### config.mk
export PLATFORM = sky130hd
export DESIGN_NAME = load_store_unit
export DESIGN_NICKNAME = d
export VERILOG_FILES = /design/src/rtl/load_store_unit.sv
export SDC_FILE = /design/constraint.sdc
export NUM_CORES = 1
export LEC_CHECK = 0
export BUFFER_PORTS_ARGS = -buffer_cell sky130_fd_sc_hd__buf_2
export CAP_MARGIN = 20
export CORE_MARGIN = 3
export CORE_UTILIZATION = 49
export CTS_CLUSTER_DIAMETER = 120
export DETAILED_ROUTE_END_ITERATION = 12
export GPL_TIMING_DRIVEN = 0
export HOLD_SLACK_MARGIN = 0.03
export PLACE_DENSITY = 0.81
export SLEW_MARGIN = 20
export SYNTH_ARGS = -nofsm -noshare
export SYNTH_HDL_FRONTEND = slang
export SYNTH_SLANG_ARGS = --single-unit
### constraint.sdc
create_clock -name clk -period 2.5 [get_ports clk]
set_clock_uncertainty 0.1 [all_clocks]
set_input_delay 0.5 -clock clk [delete_from_list [all_inputs] [get_ports clk]]
set_output_delay 0.5 -clock clk [all_outputs]
set_load 0.005 [all_outputs]
### src/rtl/load_store_unit.sv
// -----------------------------------------------------------------------------
// load_store_unit
//   Initiator-side controller between the execute stage and a 4-bank,
//   byte-enabled data memory. Accepts one RV32I load/store at a time, runs a
//   single memory cycle with per-lane enables and lane-replicated write data,
//   then extracts and extends the addressed byte/halfword of the returned word.
//   The core receives the result as a one-cycle response pulse.
//
//   Build option: define LSU_MISALIGN_TRAP_EN to report misaligned half/word
//   requests as errors without touching memory. When it is not defined, those
//   requests are force-aligned to their natural size.
//
// Ports
//   clk, rst_n          clock (rising edge) / async active-low reset
//   req_valid/req_ready request handshake; ready only while idle
//   req_we              1 = store, 0 = load
//   req_funct3          RV32I width/sign code
//   req_addr, req_wdata byte address, right-aligned store data
//   rsp_valid           one-cycle response pulse, no back-pressure
//   rsp_rdata, rsp_err  extended load data (0 for stores/errors), error flag
//   mem_we, mem_rd      memory write / read enable (ACCESS cycle only)
//   mem_ctrl            per-bank enable, bit i = byte lane i
//   mem_addr, mem_di    word-aligned address, lane-replicated write data
//   mem_dout            memory read word, valid the cycle after a read
//   mem_dout_ready      read data valid qualifier
// -----------------------------------------------------------------------------
module load_store_unit #(
  parameter int DATA_WIDTH = 32,
  parameter int RAM_AMOUNT = 4
) (
  input  logic                  clk,
  input  logic                  rst_n,
  input  logic                  req_valid,
  output logic                  req_ready,
  input  logic                  req_we,
  input  logic [2:0]            req_funct3,
  input  logic [DATA_WIDTH-1:0] req_addr,
  input  logic [DATA_WIDTH-1:0] req_wdata,
  output logic                  rsp_valid,
  output logic [DATA_WIDTH-1:0] rsp_rdata,
  output logic                  rsp_err,
  output logic                  mem_we,
  output logic                  mem_rd,
  output logic [RAM_AMOUNT-1:0] mem_ctrl,
  output logic [DATA_WIDTH-1:0] mem_addr,
  output logic [DATA_WIDTH-1:0] mem_di,
  input  logic [DATA_WIDTH-1:0] mem_dout,
  input  logic                  mem_dout_ready
);

  typedef enum logic [1:0] {S_IDLE, S_ACCESS, S_WAIT, S_RESP} state_e;

  state_e                  state_q, state_d;
  logic                    we_q, we_d;
  logic [2:0]              f3_q, f3_d;
  logic [DATA_WIDTH-1:0]   addr_q, addr_d;
  logic [DATA_WIDTH-1:0]   wdata_q, wdata_d;
  logic [DATA_WIDTH-1:0]   rdata_q, rdata_d;
  logic                    err_q, err_d;

  logic                    accept;
  logic                    f3_bad;
  logic                    misaligned;
  logic                    req_err;
  logic [RAM_AMOUNT-1:0]   mask;
  logic [DATA_WIDTH-1:0]   di_rep;
  logic [7:0]              ld_byte;
  logic [15:0]             ld_half;
  logic [DATA_WIDTH-1:0]   ld_data;

  assign accept = req_valid && (state_q == S_IDLE);

  // Stores only have SB/SH/SW; loads additionally allow LBU/LHU.
  assign f3_bad = req_we ? (req_funct3 > 3'b010)
                         : ((req_funct3 == 3'b011) || (req_funct3[2:1] == 2'b11));

`ifdef LSU_MISALIGN_TRAP_EN
  assign misaligned = ((req_funct3[1:0] == 2'b01) && req_addr[0]) ||
                      ((req_funct3[1:0] == 2'b10) && (req_addr[1:0] != 2'b00));
`else
  // Lane selection below only looks at the naturally aligned address bits,
  // so misaligned requests are silently force-aligned.
  assign misaligned = 1'b0;
`endif

  assign req_err = f3_bad || misaligned;

  // ---------------------------------------------------------------------------
  // State register and request/response datapath registers
  // ---------------------------------------------------------------------------
  // NOTE: sequential state uses non-blocking assignments so every register
  // samples its pre-edge value regardless of process ordering.
  always_ff @(posedge clk or negedge rst_n) begin
    if (!rst_n) begin
      state_q <= S_IDLE;
      we_q    <= 1'b0;
      f3_q    <= 3'b000;
      addr_q  <= '0;
      wdata_q <= '0;
      rdata_q <= '0;
      err_q   <= 1'b0;
    end else begin
      state_q <= state_d;
      we_q    <= we_d;
      f3_q    <= f3_d;
      addr_q  <= addr_d;
      wdata_q <= wdata_d;
      rdata_q <= rdata_d;
      err_q   <= err_d;
    end
  end

  // ---------------------------------------------------------------------------
  // Next-state logic
  // ---------------------------------------------------------------------------
  // NOTE: every always_comb output gets a default first so no path leaves it
  // unassigned (which would infer a latch).
  always_comb begin
    state_d = state_q;
    unique case (state_q)
      S_IDLE:   if (req_valid) state_d = req_err ? S_RESP : S_ACCESS;
      S_ACCESS: state_d = we_q ? S_RESP : S_WAIT;
      S_WAIT:   if (mem_dout_ready) state_d = S_RESP;
      S_RESP:   state_d = S_IDLE;
      default:  state_d = S_IDLE;
    endcase
  end

  // ---------------------------------------------------------------------------
  // Lane mask, write replication and load extraction from the latched request
  // ---------------------------------------------------------------------------
  always_comb begin
    mask   = 4'b1111;
    di_rep = wdata_q;
    unique case (f3_q[1:0])
      2'b00: begin
        mask   = 4'b0001 << addr_q[1:0];
        di_rep = {4{wdata_q[7:0]}};
      end
      2'b01: begin
        mask   = 4'b0011 << {addr_q[1], 1'b0};
        di_rep = {2{wdata_q[15:0]}};
      end
      default: begin
        mask   = 4'b1111;
        di_rep = wdata_q;
      end
    endcase
  end

  always_comb begin
    ld_byte = mem_dout[7:0];
    unique case (addr_q[1:0])
      2'b00: ld_byte = mem_dout[7:0];
      2'b01: ld_byte = mem_dout[15:8];
      2'b10: ld_byte = mem_dout[23:16];
      2'b11: ld_byte = mem_dout[31:24];
      default: ld_byte = mem_dout[7:0];
    endcase
    ld_half = addr_q[1] ? mem_dout[31:16] : mem_dout[15:0];
    unique case (f3_q)
      3'b000:  ld_data = {{24{ld_byte[7]}}, ld_byte};
      3'b100:  ld_data = {24'b0, ld_byte};
      3'b001:  ld_data = {{16{ld_half[15]}}, ld_half};
      3'b101:  ld_data = {16'b0, ld_half};
      default: ld_data = mem_dout;
    endcase
  end

  // Request capture on accept; response registers load only when RESP is
  // entered, so they hold their value between responses.
  always_comb begin
    we_d    = we_q;
    f3_d    = f3_q;
    addr_d  = addr_q;
    wdata_d = wdata_q;
    rdata_d = rdata_q;
    err_d   = err_q;
    if (accept) begin
      we_d    = req_we;
      f3_d    = req_funct3;
      addr_d  = req_addr;
      wdata_d = req_wdata;
      if (req_err) begin
        rdata_d = '0;
        err_d   = 1'b1;
      end
    end else if (state_q == S_ACCESS && we_q) begin
      rdata_d = '0;
      err_d   = 1'b0;
    end else if (state_q == S_WAIT && mem_dout_ready) begin
      rdata_d = ld_data;
      err_d   = 1'b0;
    end
  end

  // ---------------------------------------------------------------------------
  // Output logic
  // ---------------------------------------------------------------------------
  always_comb begin
    req_ready = (state_q == S_IDLE);
    rsp_valid = (state_q == S_RESP);
    mem_we    = 1'b0;
    mem_rd    = 1'b0;
    mem_ctrl  = '0;
    mem_addr  = '0;
    mem_di    = '0;
    if (state_q == S_ACCESS) begin
      mem_we   = we_q;
      mem_rd   = !we_q;
      mem_ctrl = mask;
      mem_addr = {addr_q[DATA_WIDTH-1:2], 2'b00};
      mem_di   = we_q ? di_rep : '0;
    end
  end

  assign rsp_rdata = rdata_q;
  assign rsp_err   = err_q;

endmodule

==> results.toml, run 1 <==
[setup_path]
cp_cell_sequence = "or2_2 -> clkbuf_1 -> nand2_1 -> a21oi_2 -> buf_2"
worstSetupEndpointType = "output port"
cp.required_ns = 1.90
critPathBufInv = 2
critPathLaunchType = "register"
critPathMaxFanout = 9
worst_ep_arrival_time_ns = 1.84
ff2ff_setup_slack_ns = 0.14
worst_path_largest_cell_delay_ns = 0.45
crit_slowest_cell = "dfrtp_1"
setup.worst_path.class = "register to output port"
cpLargestDelayFamily = "buffers and inverters"

[timing]
fin_crit_sh_pct = 97.7
hold_viol_final = 0
fin_crit_ns = 2.44
drv_slew = 0
relSlewSlack_pct = 52.9
setup_viol = 0
tightestPinTransition_ns = 0.706
fmax_mhz = 409

[yosys]
synthTopCellsByArea = "dfrtp_1 49%, mux2_2 14%, mux2i_1 4.6%"
ys_types = 46
synth-edff-count = 0
syn_area_um2 = 5260
seq_area_frac_synth_pct = 49.0
yosysTopAreaCell = "dfrtp_1"
syn_avg_cell_area_um2 = 11.2
yosys_warnings = 0
syn_inst = 469
yosysTopAreaCellShare_pct = 49.0
synthFlopType = "dfrtp_1"
ys_seq_elements = 103
async_flop_share_pct = 100

[global_routing]
antenna_found_initial = 0
grt_pass1_vias = 4691
grt_max_degree = 61
grt_pass1_wl_mm = 23.7
grt_overflow_total = 0
grt_usage_pct = 25.7

[detailed_routing]
post_drt_wl_per_cell_um = 18.6
drtIter0Drc = 258
wl_mm = 15.5
drtPass1Iterations = 7
vias_per_cell = 5.60
vias = 4663
ant_nets = 0
post-route-drc-count = 0

[finish]
finalNetCount = 801
final_common_cell = "buf_2"
diodes = 0
drive_gt1_share_pct = 48.3
design_area_um2 = 6770
area_growth_pct = 28.8
mostFrequentLayoutCells = "208 x buf_2, 102 x dfrtp_1, 67 x mux2_2"
fin_util_pct = 65.3

[clock_network]
clockBufferDepth = 2
root_buffer = "clkbuf_8"
cts-htree-levels = 3
clkTransAtPathRegs_ns = 0.09
cts_tree = "built"
clk_latency_ns = 0.36
cts_buffers = 9
clock_sinks = 103

[place]
placed_cell_area_um2 = 6500
place_congestion = 0.905
port_buffers = 206
place_hpwl_mm = 11.8

[power]
power_density_nw_per_um2 = 1160
ir_drop_mv = 0.542
p_total_mw = 7.85
leakagePower_nw = 3.44

[job]
cap_violations = 0

[worst_hold_path]
hold_class = "input port to register"

[die]
dieArea_um2 = 12000
start_util_pct = 50.7
num_rows = 37
die_y_um = 110
boundaryPins = 209
die_w_um = 110
core_um2 = 10400

[status]
status = "complete, no violations"
state kept, by name (all words and copies together) (netlist names):
signal,cells
state_q,2
rsp_rdata,32
we_q,1
f3_q,3
wdata_q,32
rsp_err,1
addr_q,32
final cells by class:
class	instances	area, µm²
well taps	136	170
clock inverters	2	10.0
repair buffers	213	1110
clock buffers	12	135
multi-input cells	322	2510
inverters	7	26.3
fillers	865	3600
plain buffers	37	230
flip-flops and latches	103	2580
cell usage after synthesis (all sizes together) (2+ instances only):
| cell | instances |
|---|---|
| a211oi | 8 |
| a22oi | 7 |
| nor2 | 40 |
| dfrtp | 103 |
| o221ai | 2 |
| o22ai | 2 |
| a31o | 2 |
| and2 | 34 |
| a221o | 23 |
| o31ai | 2 |
| a22o | 9 |
| ha | 4 |
| clkbuf | 26 |
| o21ai | 7 |
| mux2i | 24 |
| buf | 12 |
| and3 | 8 |
| inv | 7 |
| o211ai | 7 |
| nor2b | 5 |
| a21oi | 22 |
| a222oi | 2 |
| nand2 | 30 |
| mux2 | 67 |
logic make-up after synthesis:
group	after synthesis	share of synthesized area [%]
AO/OA/AOI/OAI	99	14.9
adder cells (fa/ha/maj)	4	0.952
buffers and inverters	45	4.09
flip-flops	103	49.0
multiplexers	92	19.3
other	1	0.0713
AND/OR/NAND/NOR	125	11.6
tightest hold or removal path, stage by stage:
cell and delay (ns):
buf_2 0.09, nand2_1 0.04, o21ai_0 0.06
power breakdown:
| group | switching, mW | leakage [nW] | total [mW] | internal, mW |
|---|---|---|---|---|
| clock | 0.539 | 0.0761 | 0.890 | 0.350 |
| combinational | 2.04 | 2.10 | 4.02 | 1.99 |
| sequential | 0.509 | 1.27 | 2.94 | 2.43 |
| total | 3.08 | 3.44 | 7.85 | 4.77 |
metrics by stage:
step,hold slack (ns),worst slack (ns),TNS [ns],instances
3_5_place_dp,0.352,-0.156,-2.03,813
2_1_floorplan,0.104,0.222,0,470
6_report,0.254,0.0567,0,832
4_1_cts,0.243,0.0113,0,828
3_3_place_gp,0.379,-0.240,-24.47,812
5_1_grt,0.248,-0.0266,-0.0266,832
timing repair:
item / CTS / global route
setup buffers: 1 / 4
hold endpoints to repair: 43 / 0
pin swaps: 1 / 1
endpoints found under the setup margin: 46 / 80
resized for setup: 18 / 26
hold buffers: 1 / 0
worst paths after layout:
path                       cells after the start                      start                         to
setup / recovery                               5        f3_q[1]$_DFFE_PN0P_                 mem_di[15]
hold / removal                                 3              req_funct3[1]        f3_q[1]$_DFFE_PN0P_
setup reg to reg                               8     state_q[0]$_DFFE_PN0P_   rsp_rdata[3]$_DFFE_PN0P_
hold reg to reg                                2  rsp_rdata[15]$_DFFE_PN0P_  rsp_rdata[15]$_DFFE_PN0P_
max in group asynchronous                      3                      rst_n     addr_q[19]$_DFFE_PN0P_
min in group asynchronous                      2                      rst_n  rsp_rdata[24]$_DFFE_PN0P_
layer usage:
metal  track usage (%)  up-vias  share of wire [%]
li1                  -     2141                  -
met5                 0        -                  0
met2              44.6      228                 49
met3              6.05       25                8.4
met4              8.99        0                2.1
met1              31.2     2269                 40
Note: power is estimated with default switching activity, not from simulation.
==> run 2, diff against run 1 <==
--- a/config.mk
+++ b/config.mk
@@ -14,6 +14,7 @@
 export GPL_TIMING_DRIVEN = 0
 export HOLD_SLACK_MARGIN = 0.03
 export PLACE_DENSITY = 0.81
+export REMOVE_ABC_BUFFERS = 1
 export SLEW_MARGIN = 20
 export SYNTH_ARGS = -nofsm -noshare
 export SYNTH_HDL_FRONTEND = slang
==> run 2 against run 1 <==
Net effect: non-clock buffer count fell by 32; critical endpoint is now rsp_rdata[18]$_DFFE_PN0P_; sequential power rose by 5%; wire length fell by 2.8%; critical path type is now register to register.
==> results.toml, run 2 (same netlist as run 1, synthesis figures left out) <==
[die]
num_rows = 37
die_w_um = 110
die_y_um = 110
boundaryPins = 209
start_util_pct = 50.7
core_um2 = 10400
dieArea_um2 = 12000

[timing]
relSlewSlack_pct = 58.6
fmax_mhz = 416
tns_ns = 0
hold_viol_final = 0
drv_slew = 0
tightestPinTransition_ns = 0.621
setup_viol = 0
fin_crit_ns = 2.40
fin_crit_sh_pct = 96.1
timing.hold.ws_ns = 0.246

[detailed_routing]
post-route-drc-count = 0
ant_nets = 0
wl_mm = 15.0
post_drt_wl_per_cell_um = 18.7
vias_per_cell = 5.67
vias = 4556
drtPass1Iterations = 6
drtIter0Drc = 301

[finish]
finalNetCount = 770
mostFrequentLayoutCells = "205 x buf_2, 99 x dfrtp_1, 67 x mux2_2"
area_growth_pct = 28.3
final_common_cell = "buf_2"
diodes = 0
drive_gt1_share_pct = 49.3

[clock_network]
clkTransAtPathRegs_ns = 0.10
cts-htree-levels = 3
clk_latency_ns = 0.36
clock_sinks = 103
cts_buffers = 9
root_buffer = "clkbuf_8"
clockBufferDepth = 2
cts_tree = "built"

[power]
pwr-share-clk_pct = 13.3
p_total_mw = 7.94
p_comb_share_pct = 47.6
seq_power_share_pct = 39.1
power_density_nw_per_um2 = 1180
p_int_mw = 4.85
ir_drop_mv = 0.660
p_sw_mw = 3.09
leakagePower_nw = 3.38
swShare_pct = 38.9

[worst_hold_path]
hold_class = "input port to register"
min_to = "addr_q[1]$_DFFE_PN0P_"
min_delay_path_depth = 3
min-delay-start = "req_addr[1]"

[job]
cap_violations = 0

[setup_path]
cp.required_ns = 2.70
ff2ff_setup_slack_ns = 0.1
setup.worst_path.class = "register to register"
reg2reg_depth = 7
r2r_end = "rsp_rdata[18]$_DFFE_PN0P_"
critPathMaxFanout = 16
worstSetupEndpointType = "register"
critPathLaunchType = "register"
r2r-start = "state_q[1]$_DFFE_PN0P_"
worst_ep_arrival_time_ns = 2.60

[global_routing]
antenna_found_initial = 0
grt_pass1_vias = 4628
grt_max_degree = 62
grt_pass1_wl_mm = 23.3
grt_usage_pct = 25.0
grt_overflow_total = 0

[place]
place_hpwl_mm = 10.3
port_buffers = 206
place_congestion = 0.807

[status]
status = "complete, no violations"
==> run 2: cell count changes in the layout (fill, tap and decap cells not counted), moves of 2 or more <==
cell,delta
clkbuf_1,-17
clkbuf_2,-5
dfrtp_1,-3
buf_2,-3
clkbuf_4,-3
buf_16,+2
dfrtp_4,+3
buf_4,-5
buf_6,-5
==> run 2: how the worst max path moves through the flow <==
stage	start	slack (ns)	cells after the start	end
final	state_q[1]$_DFFE_PN0P_	0.1	7	rsp_rdata[18]$_DFFE_PN0P_
after global placement	state_q[0]$_DFFE_PN0P_	-1.91	6	rsp_rdata[4]$_DFFE_PN0P_
after global routing	state_q[1]$_DFFE_PN0P_	-0.0007	7	rsp_rdata[18]$_DFFE_PN0P_
after CTS	state_q[0]$_DFFE_PN0P_	0.01	7	rsp_rdata[18]$_DFFE_PN0P_
after floorplan	state_q[0]$_DFFE_PN0P_	-1.05	6	rsp_rdata[21]$_DFFE_PN0P_
after detailed placement	state_q[1]$_DFFE_PN0P_	-0.91	7	rsp_rdata[18]$_DFFE_PN0P_
==> run 2: power by group through the flow <==
stage | Sequential [mW] | Combinational (mW) | Clock (mW)
5_1_grt | 3.22 | 4.17 | 1.13
3_3_place_gp | 3.15 | 3.27 | 0
2_1_floorplan | 2.99 | 2.28 | 0
4_1_cts | 3.11 | 3.69 | 1.07
6_report | 3.10 | 3.78 | 1.05
3_5_place_dp | 3.15 | 3.50 | 0
==> run 2: worst max-delay path, cell delays in order, from the launching register on <==
cell and delay, ns:
dfrtp_1 0.41, inv_1 0.12, ha_2 0.25, and2_4 0.25, or3_4 0.47, a2111oi_4 0.42, buf_12 0.19, a221o_1 0.12
==> run 2: timing repair <==
action,in CTS,in global routing
gates resized for setup,13,6
endpoints found under the hold margin,42,0
hold buffers,1,0
gates cloned,0,1
pin swaps,1,2
setup endpoints to repair,100,38
setup buffers,4,3
==> run 2: area by class of cell <==
cell class	instances	area, µm²
Fill cell	846	3620
Sequential cell	103	2590
Multi-Input combinational cell	323	2550
Clock inverter	6	61.3
Tap cell	136	170
Clock buffer	10	128
Timing Repair Buffer	218	1220
Inverter	7	26.3
==> run 2: stage by stage <==
step	utilization [%]	worst slack (ns)	instance area, µm²	cells
after floorplan	-	-1.05	5070	432
after global placement	60.5	-1.91	6280	774
after detailed placement	61.6	-0.911	6390	778
after CTS	64.5	0.0122	6690	799
after global routing	65.1	-0.000653	6750	803
final	65.1	0.0975	6750	803
==> run 2: metal layers <==
metal | vias to the layer above | track usage, % | part of all wire (%)
met5 | - | 0 | 0
met1 | 2220 | 31.4 | 40
met2 | 232 | 40.7 | 47
met3 | 23 | 7.93 | 11
met4 | 0 | 9.08 | 1.7
li1 | 2081 | - | -
==> run 3, diff against run 2 <==
==> constraint.sdc (replaced) <==
create_clock -name clk -period 2.5 [get_ports clk]
set_clock_uncertainty 0.1 [all_clocks]
set_input_delay 0.25 -clock clk [delete_from_list [all_inputs] [get_ports clk]]
set_output_delay 0.25 -clock clk [all_outputs]
set_load 0.005 [all_outputs]
==> run 3 against run 2 <==
Net effect: sequential cell count stayed put; fmax is 0.63% lower; largest power group unchanged; via count is 9.0% higher; total power is 1.7% higher; highest routed layer unchanged; sequential power is 3% higher; wire length is 13% higher; sequential share of layout area is 3.6 points lower; critical path depth is 3 lower; critical endpoint is now mem_di[10]; combinational power is 2% higher.
==> results.toml, run 3 (same netlist as run 1, synthesis figures left out) <==
[status]
status = "complete, no violations"

[setup_path]
cp_cell_sequence = "or2_2 -> nand2_1 -> a21oi_1 -> buf_2"
crit_slowest_cell = "dfrtp_2"
worstSetupEndpointType = "output port"
worst_path_largest_cell_delay_ns = 0.83
worst_ep_arrival_time_ns = 2.07
cp.required_ns = 2.15
ff2ff_setup_slack_ns = 0.12
r2r_end = "rsp_rdata[18]$_DFFE_PN0P_"
critPathLaunchType = "register"
reg2reg_depth = 7
r2r-start = "state_q[1]$_DFFE_PN0P_"
critPathMaxFanout = 29
setup.worst_path.class = "register to output port"

[clock_network]
clock_sinks = 103
clockBufferDepth = 2
root_buffer = "clkbuf_8"
cts_tree = "built"
cts-htree-levels = 3
clkTransAtPathRegs_ns = 0.10
clk_latency_ns = 0.36
cts_buffers = 9

[worst_hold_path]
min-delay-start = "req_wdata[2]"
hold_class = "input port to register"
min_delay_path_depth = 2
min_to = "wdata_q[2]$_DFFE_PN0P_"

[die]
num_rows = 37
start_util_pct = 50.7
die_w_um = 110
dieArea_um2 = 12000
die_y_um = 110
core_um2 = 10400
boundaryPins = 209

[finish]
fillers = 702
design_area_um2 = 7420
area_growth_pct = 41.1
mostFrequentLayoutCells = "205 x buf_2, 99 x dfrtp_1, 72 x dlygate4sd3_1"
finalNetCount = 838
diodes = 0
drive_gt1_share_pct = 44.4
final_common_cell = "buf_2"

[timing]
fin_ws_ns = 0.0821
fin_crit_sh_pct = 96.7
tightestPinTransition_ns = 0.712
setup_viol = 0
hold_viol_final = 0
drv_slew = 0
relSlewSlack_pct = 52.5
fmax_mhz = 414
fin_crit_ns = 2.42
timing.hold.ws_ns = 0.0465

[detailed_routing]
vias = 4964
ant_nets = 0
vias_per_cell = 5.70
post_drt_wl_per_cell_um = 19.6
post-route-drc-count = 0
drtIter0Drc = 359
wl_mm = 17.0
drtPass1Iterations = 5

[power]
ir_drop_mv = 0.689
leakagePower_nw = 3.66
power_density_nw_per_um2 = 1090

[place]
place_congestion = 0.807
place_hpwl_mm = 10.3
placed_cell_area_um2 = 6390
post-place-ws_ns = -0.911
port_buffers = 206

[global_routing]
grt_pass1_vias = 5215
grt_pass1_wl_mm = 26.6
antenna_found_initial = 0
grt_max_degree = 62
grt_overflow_total = 0
grt_usage_pct = 28.5

[job]
cap_violations = 0
-- run 3: cell types whose count changed in the layout (fill, tap and decap cells not counted) --
cell / delta
nand2_4: +1
nor3_2: +1
dlygate4sd3_1: +71
buf_6: +1
nor3_4: -1
clkbuf_8: -1
buf_4: -4
dfrtp_4: -3
or2_2: +1
dfrtp_2: +3
or2_4: -1
-- run 3: metrics by stage --
step / power, mW / utilization, % / cells / TNS, ns
5_1_grt: 8.63 / 71.6 / 871 / -0.00404
2_1_floorplan: 5.27 / - / 432 / -71.19
6_report: 8.08 / 71.6 / 871 / 0
3_5_place_dp: 6.65 / 61.6 / 778 / -22.39
4_1_cts: 7.90 / 71.1 / 868 / 0
3_3_place_gp: 6.42 / 60.5 / 774 / -158.75
-- run 3: timing repair --
action	4_1_cts	5_1_grt
gates resized for setup	9	5
setup endpoints to repair	59	35
hold endpoints to repair	113	0
gates cloned	0	2
buffers inserted	2	1
pin swaps	1	2
hold buffers	72	0
-- run 3: worst max-delay path, delay by kind of cell (launching register included) --
family	cells	cell delay (ns)
compound gates	1	0.23
simple gates	2	0.47
buf+inv	1	0.17
flops	1	0.83
-- run 3: worst max path at each step --
stage,slack (ns),cells past startpoint,end,startpoint
finish,0.08,4,mem_di[10],f3_q[0]$_DFFE_PN0P_
global route,-0.004,4,mem_di[10],f3_q[0]$_DFFE_PN0P_
CTS,0.01,7,rsp_rdata[18]$_DFFE_PN0P_,state_q[0]$_DFFE_PN0P_
detailed placement,-0.91,7,rsp_rdata[18]$_DFFE_PN0P_,state_q[1]$_DFFE_PN0P_
global placement,-1.91,6,rsp_rdata[4]$_DFFE_PN0P_,state_q[0]$_DFFE_PN0P_
floorplan,-1.05,6,rsp_rdata[21]$_DFFE_PN0P_,state_q[0]$_DFFE_PN0P_
-- run 3: metal layers --
layer	share of wire, %	up-vias	global-route usage [%]
li1	-	2211	-
met1	39	2431	34.5
met2	48	279	47.0
met3	9.7	43	8.40
met4	3.1	0	13.0
met5	0	-	0
-- run 3: final cells by class --
cell class | count | area [µm²] | share of cell area, %
Clock buffer | 10 | 128 | 1.72
Clock inverter | 6 | 61.3 | 0.826
Inverter | 7 | 26.3 | 0.354
Multi-Input combinational cell | 324 | 2560 | 34.5
Sequential cell | 103 | 2580 | 34.8
Tap cell | 136 | 170 | 2.29
Timing Repair Buffer | 285 | 1900 | 25.6
-- run 3: where the power goes --
group	internal [mW]	leakage, nW	switching (mW)
clock network	0.461	0.0960	0.587
registers	2.43	1.26	0.763
logic	1.98	2.30	1.86
